File: config.mk
export PLATFORM = sky130hd
export DESIGN_NAME = picomips_host
export DESIGN_NICKNAME = d
export VERILOG_FILES = /design/src/rtl/picomips_host_pkg.sv /design/src/rtl/pmh_phase_timer.sv /design/src/rtl/picomips_host.sv
export SDC_FILE = /design/constraint.sdc
export NUM_CORES = 1
export LEC_CHECK = 0
export BUFFER_PORTS_ARGS = -buffer_cell sky130_fd_sc_hd__buf_2
export CAP_MARGIN = 0
export CORE_MARGIN = 2
export CORE_UTILIZATION = 34
export DETAILED_ROUTE_END_ITERATION = 8
export PLACE_DENSITY = 0.59
export SLEW_MARGIN = 20
export SYNTH_ARGS = -nofsm -noshare
export SYNTH_HDL_FRONTEND = slang
export SYNTH_SLANG_ARGS = --single-unit
File: constraint.sdc
create_clock -name Clock -period 1.7 [get_ports Clock]
set_input_delay 0.17 -clock Clock [delete_from_list [all_inputs] [get_ports Clock]]
set_output_delay 0.17 -clock Clock [all_outputs]
set_load 0.1 [all_outputs]
File: src/rtl/picomips_host_pkg.sv
// picomips_host_pkg: shared types and constants for the picoMips host
// sequencer.
//   pmh_state_t         sequencer states
//   PMH_CPU_RST_CYCLES  length of the CPU reset pulse, used only when
//                       PMH_CPU_RESET_EN is defined
//   PMH_HOLD_DEFAULT    default strobe phase length in cycles
//   PMH_COMPUTE_DEFAULT default compute interval in cycles
package picomips_host_pkg;

  typedef enum logic [3:0] {
    IDLE,
    CPU_RST,
    X_HI,
    X_LO,
    Y_HI,
    Y_LO,
    R_HI,
    R_LO,
    DONE
  } pmh_state_t;

  localparam int unsigned PMH_CPU_RST_CYCLES  = 4;
  localparam int unsigned PMH_HOLD_DEFAULT    = 64;
  localparam int unsigned PMH_COMPUTE_DEFAULT = 48;

  // Timer load value for a phase of n cycles; the phase ends when the count hits 0.
  function automatic logic [7:0] pmh_load_value(input int unsigned n);
    return 8'(n - 1);
  endfunction

endpackage

File: src/rtl/pmh_phase_timer.sv
// pmh_phase_timer: 8-bit loadable down-counter shared by every sequencer phase.
// Saturates at zero, so it rests at zero while the sequencer is idle.
//   Clock       system clock, rising edge
//   nReset      asynchronous, active-low reset
//   load        load load_value this cycle
//   load_value  count loaded on entry to a phase (phase length - 1)
//   value       current count
//   zero        count is zero: last cycle of the current phase
module pmh_phase_timer (
  input  logic       Clock,
  input  logic       nReset,
  input  logic       load,
  input  logic [7:0] load_value,
  output logic [7:0] value,
  output logic       zero
);

  logic [7:0] count;

  // NOTE: state registers use non-blocking assignments so every register
  // samples the pre-edge values, independent of the order of statements.
  always_ff @(posedge Clock or negedge nReset) begin
    if (!nReset) begin
      count <= '0;
    end else if (load) begin
      count <= load_value;
    end else if (count != 8'd0) begin
      count <= count - 8'd1;
    end
  end

  assign value = count;
  assign zero  = (count == 8'd0);

endmodule

File: src/rtl/picomips_host.sv
// picomips_host: drives the picoMips switch handshake (SW[7:0] data, SW[8]
// strobe) so the CPU runs without an operator. An (x, y) pair is loaded as two
// strobed values; after the compute interval x2 is sampled from LED, the
// strobe is toggled to obtain y2, and (x2, y2) is returned on a valid/ready
// output. LED values pass through unmodified.
//   Clock, nReset        clock (rising edge), asynchronous active-low reset
//   in_valid/in_ready    input handshake; in_ready is high only in IDLE
//   in_x, in_y           signed 8-bit operands
//   sw_data, sw_strobe   to picoMips SW[7:0] and SW[8]
//   led                  from picoMips LED
//   res_valid/res_ready  result handshake; res_x, res_y hold x2, y2
//   busy                 high in any state other than IDLE
//   cpu_nreset           to picoMips SW[9], only when PMH_CPU_RESET_EN is defined
// Optional feature macro: PMH_CPU_RESET_EN (pulses the CPU reset for
// PMH_CPU_RST_CYCLES before every transaction).
module picomips_host
  import picomips_host_pkg::*;
#(
  parameter int unsigned HOLD_CYCLES    = PMH_HOLD_DEFAULT,
  parameter int unsigned COMPUTE_CYCLES = PMH_COMPUTE_DEFAULT
) (
  input  logic       Clock,
  input  logic       nReset,
  input  logic       in_valid,
  output logic       in_ready,
  input  logic [7:0] in_x,
  input  logic [7:0] in_y,
  output logic [7:0] sw_data,
  output logic       sw_strobe,
  input  logic [7:0] led,
  output logic       res_valid,
  input  logic       res_ready,
  output logic [7:0] res_x,
  output logic [7:0] res_y,
  output logic       busy
`ifdef PMH_CPU_RESET_EN
  ,
  output logic       cpu_nreset
`endif
);

  if (HOLD_CYCLES < 4 || HOLD_CYCLES > 255) begin : g_bad_hold
    $error("picomips_host: HOLD_CYCLES must be in 4..255");
  end
  if (COMPUTE_CYCLES < 4 || COMPUTE_CYCLES > 255) begin : g_bad_compute
    $error("picomips_host: COMPUTE_CYCLES must be in 4..255");
  end

  localparam logic [7:0] HOLD_LD    = pmh_load_value(HOLD_CYCLES);
  localparam logic [7:0] COMPUTE_LD = pmh_load_value(COMPUTE_CYCLES);
`ifdef PMH_CPU_RESET_EN
  localparam logic [7:0] FIRST_LD   = pmh_load_value(PMH_CPU_RST_CYCLES);
`else
  localparam logic [7:0] FIRST_LD   = HOLD_LD;
`endif

  pmh_state_t state;
  logic [7:0] y_hold;
  logic       t_load;
  logic [7:0] t_load_value;
  logic [7:0] t_value;
  logic       t_zero;

  assign in_ready = (state == IDLE);
  assign busy     = (state != IDLE);

  pmh_phase_timer u_timer (
    .Clock      (Clock),
    .nReset     (nReset),
    .load       (t_load),
    .load_value (t_load_value),
    .value      (t_value),
    .zero       (t_zero)
  );

  // Reload the timer on every phase exit that enters another timed phase.
  // NOTE: every output of this block gets a default first, so no path leaves
  // it unassigned and no latch is inferred.
  always_comb begin
    t_load       = 1'b0;
    t_load_value = HOLD_LD;
    case (state)
      IDLE: begin
        t_load       = in_valid;
        t_load_value = FIRST_LD;
      end
      CPU_RST, X_HI, X_LO, Y_LO, R_HI: t_load = t_zero;
      Y_HI: begin
        t_load       = t_zero;
        t_load_value = COMPUTE_LD;
      end
      default: t_load = 1'b0;
    endcase
  end

  always_ff @(posedge Clock or negedge nReset) begin
    if (!nReset) begin
      state      <= IDLE;
      sw_data    <= '0;
      sw_strobe  <= 1'b0;
      res_valid  <= 1'b0;
      res_x      <= '0;
      res_y      <= '0;
      y_hold     <= '0;
`ifdef PMH_CPU_RESET_EN
      cpu_nreset <= 1'b0;
`endif
    end else begin
      case (state)
        IDLE: begin
          sw_strobe <= 1'b0;
`ifdef PMH_CPU_RESET_EN
          cpu_nreset <= 1'b1;
`endif
          if (in_valid) begin
            y_hold  <= in_y;
            sw_data <= in_x;
`ifdef PMH_CPU_RESET_EN
            cpu_nreset <= 1'b0;
            state      <= CPU_RST;
`else
            sw_strobe <= 1'b1;
            state     <= X_HI;
`endif
          end
        end
`ifdef PMH_CPU_RESET_EN
        CPU_RST: if (t_zero) begin
          cpu_nreset <= 1'b1;
          sw_strobe  <= 1'b1;
          state      <= X_HI;
        end
`endif
        X_HI: if (t_zero) begin
          sw_strobe <= 1'b0;
          state     <= X_LO;
        end
        X_LO: if (t_zero) begin
          sw_data   <= y_hold;
          sw_strobe <= 1'b1;
          state     <= Y_HI;
        end
        Y_HI: if (t_zero) begin
          sw_strobe <= 1'b0;
          state     <= Y_LO;
        end
        Y_LO: if (t_zero) begin
          res_x     <= led;
          sw_strobe <= 1'b1;
          state     <= R_HI;
        end
        R_HI: if (t_zero) begin
          res_y     <= led;
          sw_strobe <= 1'b0;
          state     <= R_LO;
        end
        R_LO: if (t_zero) begin
          res_valid <= 1'b1;
          state     <= DONE;
        end
        DONE: if (res_ready) begin
          res_valid <= 1'b0;
          state     <= IDLE;
        end
        default: state <= IDLE;
      endcase
    end
  end

endmodule

==> results by group, run 1 <==
Finish
  • Share of layout cells above drive strength 1: 0.521
  • Core Util, Final: 0.483
  • Layout Nets: 286
  • Ant diodes: 0
  • Cell Count, Final, Fillers Out: 332
  • Area grow syn2layout: 35.3%
  • Filler cell count: 563

Pwr
  • Switching part of the total: 0.461
  • Leakage: 1.41 nW
  • Sw power: 2.16 mW
  • Clk pwr share: 0.156
  • Part of the power in combinational logic: 0.510
  • VDD IR max: 1.18 mV
  • Register share of total power: 0.334
  • Pint: 2.53 mW
  • Pwr per Cell Area: 1610 mW/mm²

Floorplanning
  • Die footprint: 0.00697 mm²
  • I/O Pins: 56
  • Row cnt: 28
  • Die height: 83.5 µm
  • Initial core utilization: 0.357
  • Core area: 0.00603 mm²
  • Width of the die: 83.5 µm

Clock network
  • CTS tree: built
  • Clock sinks: 46
  • Root buffer cell: clkbuf_8
  • # H-tree levels: 2
  • Worst-path clk slew: 0.09 ns
  • Maximum clock path buffer count: 2
  • Clk Latency, worst-skew pair: 0.29 ns
  • CTS Buf Count: 5

Routing
  • Via Count: 1574
  • Final WL: 4480 µm
  • Routed WL per cell: 13.5 µm
  • 1st-iter DRT viols: 79
  • Drt pass-1 iters: 4
  • DR DRC count: 0
  • Antenna Nets Post-Route: 0
  • Vias per cell: 4.74

Placement
  • GP Congestion: 0.782
  • Post-DP HPWL: 3230 µm
  • Port-buffer cells: 55
  • Post-Place Worst Slack: -0.119 ns
  • Post-Place Cells: 319

Timing
  • Final max-slew violation count: 0
  • Slew HR: 0.661
  • Final setup vio count: 0
  • Fin crit share: 0.981
  • Min setup slack post-route: 0.0322 ns
  • Worst slew pin tran: 0.511 ns
  • Max Freq: 600 MHz
  • Final Skew: 0.00734 ns
  • Post-route minimum period: 1.67 ns
  • RSZ-0062 raised after global routing: yes
  • Final hold vios: 0
  • Hold_ws: 0.105 ns

Yosys
  • Top-count cell post-synth: dfrtp_1
  • #FFs+latches synth: 46
  • Distinct cell type count after synthesis: 38
  • Synthesized net count: 202
  • Post-synthesis area per instance: 12.5 µm²
  • Cells after synthesis: 172
  • Asr flop ratio synth: 1.00
  • Ys Warns: 0
  • Post-synth EDFFs: 0
  • Share of Yosys cell area claimed by the top area cell type: 0.536
  • Top post-synthesis cells by count: dfrtp_1, mux2_2, nand2_1
  • Seq/Total Area, Yosys: 0.536
  • Top post-synthesis cells by area: dfrtp_1, mux2_2, mux2i_1
  • Netlist Area Pre-Place: 0.00215 mm²
  • Post-synth top area cell: dfrtp_1
  • Most used DFF post-synth: dfrtp_1

GRT
  • Initial antenna violation count: 0
  • Vias in the first global route: 1636
  • Overflow left after global routing: 0
  • First-pass GRT wire length: 7810 µm
  • Largest net degree at the start of global routing: 47
  • GRT Resource Usage Total: 0.137

Critical path
  • Worst Path Max Fanout: 8
  • Type of element launching the critical path: flop
  • Crit path capture type: flop
  • CP Class: flop to flop
  • Required time worst endpoint: 1.88 ns
  • Crit path DAT: 1.85 ns

Worst hold path
  • Hold WC Path Type: input port to flop

Run
  • Max Cap Violations: 0

Outcome
  • Outcome: finished, final reports clean
==> stage by stage <==
stage	power, mW	setup TNS (ns)	instance area [µm²]
2_1_floorplan	3.32	-20.97	2160
3_3_place_gp	3.84	-0.963	2690
3_5_place_dp	3.86	-1.55	2690
4_1_cts	4.63	0	2820
5_1_grt	5.03	-0.481	2910
6_report	4.69	0	2910
==> worst max-delay path, stage by stage (launching register included) <==
cell and delay, ns:
dfrtp_1 0.40, inv_2 0.09, ha_4 0.12, nor3b_4 0.18
and2_4 0.23, nand4b_4 0.20, mux2_4 0.34
==> registers in the layout, indices dropped and copies added, names as in the netlist <==
signal,cells
u_timer.value,8
res_y,8
y_hold,8
state,4
sw_data,8
res_valid,1
sw_strobe,1
res_x,8
==> area by class of cell <==
class	instances	area, µm²	area share
sequential	46	1150	0.397
tap	75	93.8	0.0323
clock inverter	1	8.76	0.00301
inverter	5	18.8	0.00645
multi-input combinational	114	991	0.341
timing repair buffer	84	546	0.188
clock buffer	7	96.3	0.0331
==> cell usage in the layout (no fill, tap or decap), types with 2 or more instances in the layout <==
cell and count:
nand2_1 17, a21oi_1 3, o21ai_0 7, a32oi_1 2, o21ai_1 2, inv_2 3, xnor2_1 3, nand4_1 2
clkbuf_8 7, nand4b_4 2, mux2i_1 12, nand3b_1 2, mux2_2 22, nor2_1 6, nor3_1 2, dfrtp_1 44
buf_12 3, mux2_4 2, buf_4 25, and2_1 3, buf_2 53, buf_6 2, xor2_1 3, inv_1 2
dfrtp_2 2
==> kinds of logic after synthesis <==
kind of cell    share of synthesized area
simple gates                        0.150
flops                               0.536
mux                                 0.185
compound gates                     0.0600
buf+inv                            0.0332
xor+xnor                           0.0245
fa+ha+maj                          0.0116
==> metal layers <==
metal / track usage / vias up / wire (µm)
met2: 0.216 / 46 / 1950
li1: - / 776 / -
met4: 0.0352 / 0 / 41
met5: 0 / - / 0
met1: 0.187 / 748 / 2240
met3: 0.0366 / 4 / 248
==> power by group through the flow <==
stage	Sequential (mW)	Combinational, mW	Clock, mW
global route	1.61	2.60	0.815
global placement	1.59	2.26	0
floorplan	2.52	0.799	0
CTS	1.56	2.31	0.760
finish	1.57	2.39	0.731
detailed placement	1.59	2.27	0
==> worst paths after layout <==
| check | startpoint | end | slack (ns) | depth (start not counted) |
|---|---|---|---|---|
| worst max-delay path | u_timer.value[0] | res_x[1] | 0.03 | 6 |
| worst min-delay path | in_y[0] | y_hold[0] | 0.10 | 2 |
| worst max register to register | u_timer.value[0] | res_x[1] | 0.03 | 6 |
| worst min register to register | sw_data[1] | sw_data[1] | 0.48 | 2 |
| max in group asynchronous | nReset | state[1] | 1.08 | 3 |
| min in group asynchronous | nReset | res_x[7] | 0.37 | 3 |
==> repair_timing <==
action / CTS / global route
pin swaps: 1 / 1
hold endpoints to repair: 46 / 0
gates cloned: 0 / 1
endpoints found under the setup margin: 20 / 27
gates resized for setup: 4 / 20
hold buffers: 1 / 0
buffers inserted: 1 / 2
(Power assumes the default switching activity.)
==> inputs of run 2 (changes only) <==
- PLACE_DENSITY: 0.59 -> default
- PLACE_DENSITY_LB_ADDON: default -> 0.3
- SYNTH_HIERARCHICAL: default -> 1
==> run 2 against run 1 <==
  * The flow now finishes with violations (negative setup slack)
  * Final area rose by 13%
  * Critical path depth grew 2
  * Clock-buffer cell count unchanged
  * Fmax decreased by 23%
  * Synthesized area is 2.1% higher
  * First-iteration DRC count fell by 46%
  * Register-to-register slack worse by 0.50 ns
  * Cell count increased by 11%
  * Flip-flop and latch count unchanged
  * Die area rose by 2.0%
  * Clock skew is 0.00097 ns lower
  * Synthesized cell count increased by 10%
  * Critical path type unchanged
  * Highest routed layer unchanged
==> results by group, run 2 <==
Critical path
  • Reg2reg path depth: 8
  • Crit path DAT: 2.39 ns
  • Type of element launching the critical path: flop
  • Cell chain of the critical path: or4_4 -> nor2_4 -> a21bo_2 -> a21oi_2 -> o221a_4 -> buf_6 -> a21oi_1 -> a2bb2oi_1
  • Worst R2R Setup Slack: -0.47 ns
  • Worst Path Max Fanout: 5
  • Biggest cell delay along the critical path: 0.57 ns
  • Reg2reg start: u_timer/value[6]
  • CP Class: flop to flop
  • Worst R2R End: u_timer/value[4]
  • Required time worst endpoint: 1.92 ns
  • Slowest cell on the critical path: or4_4
  • Crit path capture type: flop

Routing
  • Antenna Nets Post-Route: 0
  • DR DRC count: 0
  • Drt pass-1 iters: 4
  • Final WL: 5150 µm
  • Via Count: 1784
  • 1st-iter DRT viols: 43
  • Routed WL per cell: 14.0 µm
  • Vias per cell: 4.85

Pwr
  • Register share of total power: 0.374
  • Clk pwr share: 0.182
  • Part of the power in combinational logic: 0.444
  • VDD IR max: 0.564 mV
  • Total power: 3.73 mW
  • Switching part of the total: 0.377
  • Leakage: 1.57 nW
  • Pint: 2.32 mW
  • Sw power: 1.40 mW
  • Pwr per Cell Area: 1140 mW/mm²

Yosys
  • Most used DFF post-synth: dfrtp_1
  • Share of Yosys cell area claimed by the top area cell type: 0.525
  • Top post-synthesis cells by area: dfrtp_1, mux2_2, mux2i_1
  • Distinct cell type count after synthesis: 50
  • Post-synth EDFFs: 0
  • Seq/Total Area, Yosys: 0.525
  • Netlist Area Pre-Place: 0.00219 mm²
  • Ys Warns: 6
  • Post-synthesis area per instance: 11.6 µm²
  • Top-count cell post-synth: dfrtp_1
  • Top post-synthesis cells by count: dfrtp_1, mux2_2, nand2_1
  • Post-synth top area cell: dfrtp_1
  • #FFs+latches synth: 46
  • Cells after synthesis: 190
  • Asr flop ratio synth: 1.00

Clock network
  • Clock sinks: 46
  • Maximum clock path buffer count: 2
  • Clk Latency, worst-skew pair: 0.29 ns
  • Worst-path clk slew: 0.08 ns
  • CTS tree: built
  • Root buffer cell: clkbuf_8
  • CTS Buf Count: 5
  • # H-tree levels: 2

Worst hold path
  • Hold WC Path Type: input port to flop
  • Hold path endpoint: state[3]
  • Hold Startpoint: res_ready
  • Hold path depth: 2

Finish
  • Share of layout cells above drive strength 1: 0.560
  • Most frequent cells in the layout: buf_2, dfrtp_1, buf_4
  • Design area: 0.00327 mm²
  • Layout Nets: 319
  • Commonest non-fill, non-tap cell in the layout: buf_2
  • Core Util, Final: 0.519
  • Cell Count, Final, Fillers Out: 368
  • Ant diodes: 0
  • Area grow syn2layout: 49.2%

Placement
  • Post-Place Cells: 350
  • Post-DP HPWL: 3610 µm
  • Post-Place Worst Slack: -0.541 ns
  • Port-buffer cells: 55
  • DP Area: 0.00288 mm²
  • GP Congestion: 0.844

Timing
  • Hold_ws: 0.0677 ns
  • Min setup slack post-route: -0.466 ns
  • Post-route minimum period: 2.17 ns
  • Max Freq: 462 MHz
  • Fin crit share: 1.27
  • RSZ-0062 raised after global routing: yes
  • Setup TNS: -13.51 ns
  • Final hold vios: 0
  • Final max-slew violation count: 0
  • Final setup vio count: 37
  • Final Skew: 0.00636 ns

Floorplanning
  • Width of the die: 84.3 µm
  • Row cnt: 29
  • Die height: 84.3 µm
  • Initial core utilization: 0.348
  • Core area: 0.00631 mm²
  • Die footprint: 0.00711 mm²
  • I/O Pins: 56

Outcome
  • Failing checks: negative setup slack
  • Outcome: finished, violations left

GRT
  • Initial antenna violation count: 0
  • Largest net degree at the start of global routing: 28
  • Overflow left after global routing: 0
  • First-pass GRT wire length: 8700 µm
  • Vias in the first global route: 1887
  • GRT Resource Usage Total: 0.151

Run
  • Max Cap Violations: 0
run 2: changes by cell type after synthesis, moves of 3 or more:
cell / delta
a21oi_1: +3
nor2_1: +3
o31ai_1: +4
mux2_2: +3
nand2_1: +3
mux2i_1: -4
and2_1: -3
run 2: critical path: cells and delay by family (launching register included):
family                 cells  cell delay [ns]
AOI/OAI and AO/OA          5             0.81
and+or+nand+nor            2             0.74
DFF                        1             0.39
buffers and inverters      1             0.14
run 2: worst max-delay path by stage:
stage                           startpoint                to  slack, ns  cells after the start
after floorplan           u_timer/value[0]          res_y[0]      -0.65                      8
after global placement    u_timer/value[6]  u_timer/value[5]      -0.51                      7
after detailed placement  u_timer/value[6]  u_timer/value[4]      -0.54                      8
after CTS                 u_timer/value[0]          res_y[0]      -0.47                      8
after global routing      u_timer/value[0]  u_timer/value[5]      -0.56                      9
final                     u_timer/value[6]  u_timer/value[4]      -0.47                      8
run 2: final cells by class:
| cell class | count | area (µm²) |
|---|---|---|
| flip-flops and latches | 46 | 1150 |
| fillers | 575 | 3040 |
| repair buffers | 96 | 702 |
| well taps | 77 | 96.3 |
| inverters | 6 | 28.8 |
| clock inverters | 1 | 5.00 |
| clock buffers | 7 | 86.3 |
| multi-input cells | 135 | 1200 |
run 2: routing by layer:
metal / share of wire / global-route usage
met5: 0 / 0
met4: 0.0068 / 0.0390
met3: 0.070 / 0.0541
met2: 0.47 / 0.249
met1: 0.45 / 0.190
run 2: cell families after synthesis:
kind of cell | count (synthesis) | synth area share
AO/OA/AOI/OAI | 37 | 0.113
multiplexers | 33 | 0.165
buffers and inverters | 14 | 0.0308
flip-flops | 46 | 0.525
adder cells (fa/ha/maj) | 1 | 0.00570
XOR/XNOR | 3 | 0.0120
AND/OR/NAND/NOR | 54 | 0.146
other | 2 | 0.00342
run 2: power by group through the flow:
stage	Sequential [mW]	Combinational (mW)	Clock, mW
global placement	1.40	1.39	0
CTS	1.40	1.57	0.708
floorplan	1.70	0.619	0
global route	1.43	1.80	0.747
detailed placement	1.41	1.40	0
finish	1.40	1.66	0.677
run 2: timing repair:
action,4_1_cts,5_1_grt
buffers inserted,6,2
gates resized for setup,42,10
cloned,1,1
hold endpoints to repair,19,0
pin swaps,9,7
hold buffers,1,0
endpoints found under the setup margin,39,39
==> inputs of run 3 (changes only) <==
- CELL_PAD_IN_SITES_DETAIL_PLACEMENT: default -> 0
- CELL_PAD_IN_SITES_GLOBAL_PLACEMENT: default -> 1
==> run 3 against run 2 <==
  * The flow still finishes with violations (negative setup slack)
  * Clock-buffer cell count is 2 lower
  * Setup slack lost 0.050 ns
  * Die area stayed put
  * Non-clock buffer count shrank 1
  * Clock skew up 0.0024 ns
  * Global-route usage is 0.14 points higher
  * Critical path type unchanged
  * Critical endpoint unchanged
==> results by group, run 3 (same netlist as run 2, synthesis figures left out) <==
Clock network
  • CTS Buf Count: 5
  • # H-tree levels: 2
  • Root buffer cell: clkbuf_8
  • Worst-path clk slew: 0.09 ns
  • Maximum clock path buffer count: 2
  • Clock sinks: 46
  • Clk Latency, worst-skew pair: 0.30 ns
  • CTS tree: built

Timing
  • Fin crit share: 1.30
  • Worst slew pin tran: 0.686 ns
  • Min setup slack post-route: -0.516 ns
  • Max Freq: 451 MHz
  • Final hold vios: 0
  • Final max-slew violation count: 0
  • Final setup vio count: 37
  • Post-route minimum period: 2.22 ns
  • Final Skew: 0.00874 ns
  • Slew HR: 0.542
  • RSZ-0062 raised after global routing: yes

Routing
  • DR DRC count: 0
  • Drt pass-1 iters: 4
  • Via Count: 1798
  • Vias per cell: 4.90
  • Final WL: 5290 µm
  • Routed WL per cell: 14.4 µm
  • 1st-iter DRT viols: 79
  • Antenna Nets Post-Route: 0

Floorplanning
  • Die height: 84.3 µm
  • Die footprint: 0.00711 mm²
  • Core area: 0.00631 mm²
  • I/O Pins: 56
  • Width of the die: 84.3 µm
  • Row cnt: 29
  • Initial core utilization: 0.348

Pwr
  • Part of the power in combinational logic: 0.421
  • Pint: 2.42 mW
  • Register share of total power: 0.360
  • VDD IR max: 0.560 mV
  • Clk pwr share: 0.218
  • Leakage: 1.57 nW
  • Pwr per Cell Area: 1190 mW/mm²
  • Total power: 3.85 mW
  • Switching part of the total: 0.373
  • Sw power: 1.44 mW

Outcome
  • Failing checks: negative setup slack
  • Outcome: finished, violations left

Placement
  • Port-buffer cells: 55
  • GP Congestion: 0.785
  • Post-Place Worst Slack: -0.570 ns
  • DP Area: 0.00287 mm²
  • Post-Place Cells: 350
  • Post-DP HPWL: 3560 µm

GRT
  • Largest net degree at the start of global routing: 30
  • Overflow left after global routing: 0
  • Initial antenna violation count: 0
  • Vias in the first global route: 1843
  • First-pass GRT wire length: 8830 µm
  • GRT Resource Usage Total: 0.152

Critical path
  • Reg2reg path depth: 10
  • Required time worst endpoint: 1.92 ns
  • Type of element launching the critical path: flop
  • Crit path capture type: flop
  • CP Class: flop to flop
  • Reg2reg start: u_timer/value[0]
  • Crit path DAT: 2.43 ns
  • Crit. Startpoint: u_timer/value[0]
  • Worst Path Max Fanout: 5
  • Worst R2R Setup Slack: -0.52 ns
  • Crit path to: u_timer/value[4]
  • Worst R2R End: u_timer/value[4]

Finish
  • Most frequent cells in the layout: buf_2, dfrtp_1, buf_4
  • Area of the multi-input gates: 0.00118 mm²
  • Cell Count, Final, Fillers Out: 367
  • Commonest non-fill, non-tap cell in the layout: buf_2
  • Ant diodes: 0
  • Register area: 0.00115 mm²
  • Filler cell count: 604
  • Area grow syn2layout: 47.6%
  • Design area: 0.00324 mm²
  • Layout Nets: 318
  • Share of layout cells above drive strength 1: 0.552

Run
  • Max Cap Violations: 0

Worst hold path
  • Hold WC Path Type: input port to flop
==> run 3: area by class of cell <==
class	instances	share of cell area
multi-input cells	135	0.364
inverters	6	0.00888
clock inverters	3	0.0135
well taps	77	0.0297
repair buffers	95	0.207
clock buffers	5	0.0212
flip-flops and latches	46	0.356
==> run 3: worst min-delay path by stage <==
stage              start   endpoint  slack [ns]  cells past startpoint
2_1_floorplan     nReset  res_valid       -0.13                      0
3_3_place_gp      nReset   state[0]        0.25                      1
3_5_place_dp      nReset   state[0]        0.25                      1
4_1_cts        res_ready   state[3]        0.05                      2
5_1_grt        res_ready   state[3]        0.05                      2
6_report       res_ready   state[3]        0.06                      2
==> run 3: through the flow <==
step | utilization | hold slack, ns | setup TNS [ns]
floorplan | - | -0.126 | -18.99
global placement | 0.455 | 0.248 | -13.64
detailed placement | 0.455 | 0.252 | -14.68
CTS | 0.496 | 0.0520 | -14.72
global route | 0.513 | 0.0494 | -17.92
finish | 0.513 | 0.0554 | -14.25
==> run 3: worst max-delay path, cell delays in order (launching register included) <==
cell and delay [ns]:
dfrtp_1 0.40, inv_2 0.08, ha_4 0.13, or3b_4 0.39, nor2_4 0.13, a21bo_2 0.24
a21oi_2 0.17, o221a_4 0.26, buf_6 0.15, a21oi_1 0.05, a2bb2oi_1 0.13
==> run 3: routing by layer <==
layer  routed length (µm)  global-route usage  up-vias
li1                     -                   -      878
met3                  278              0.0423        2
met4                   15              0.0260        0
met2                 2650               0.266       43
met5                    0                   0        -
met1                 2350               0.193      875
==> run 3: power groups by stage <==
| stage | clock network, mW | logic (mW) | registers, mW |
|---|---|---|---|
| 2_1_floorplan | 0 | 0.619 | 1.70 |
| 3_3_place_gp | 0 | 1.41 | 1.40 |
| 3_5_place_dp | 0 | 1.42 | 1.40 |
| 4_1_cts | 0.862 | 1.50 | 1.38 |
| 5_1_grt | 0.905 | 1.77 | 1.41 |
| 6_report | 0.842 | 1.62 | 1.39 |
==> run 3: timing repair <==
action                                  in CTS  in global routing
cloned                                       2                  0
hold buffers                                 1                  0
endpoints found under the setup margin      37                 40
buffers inserted                             4                  5
pin swaps                                    8                  9
hold endpoints to repair                    26                  0
resized for setup                           28                 22
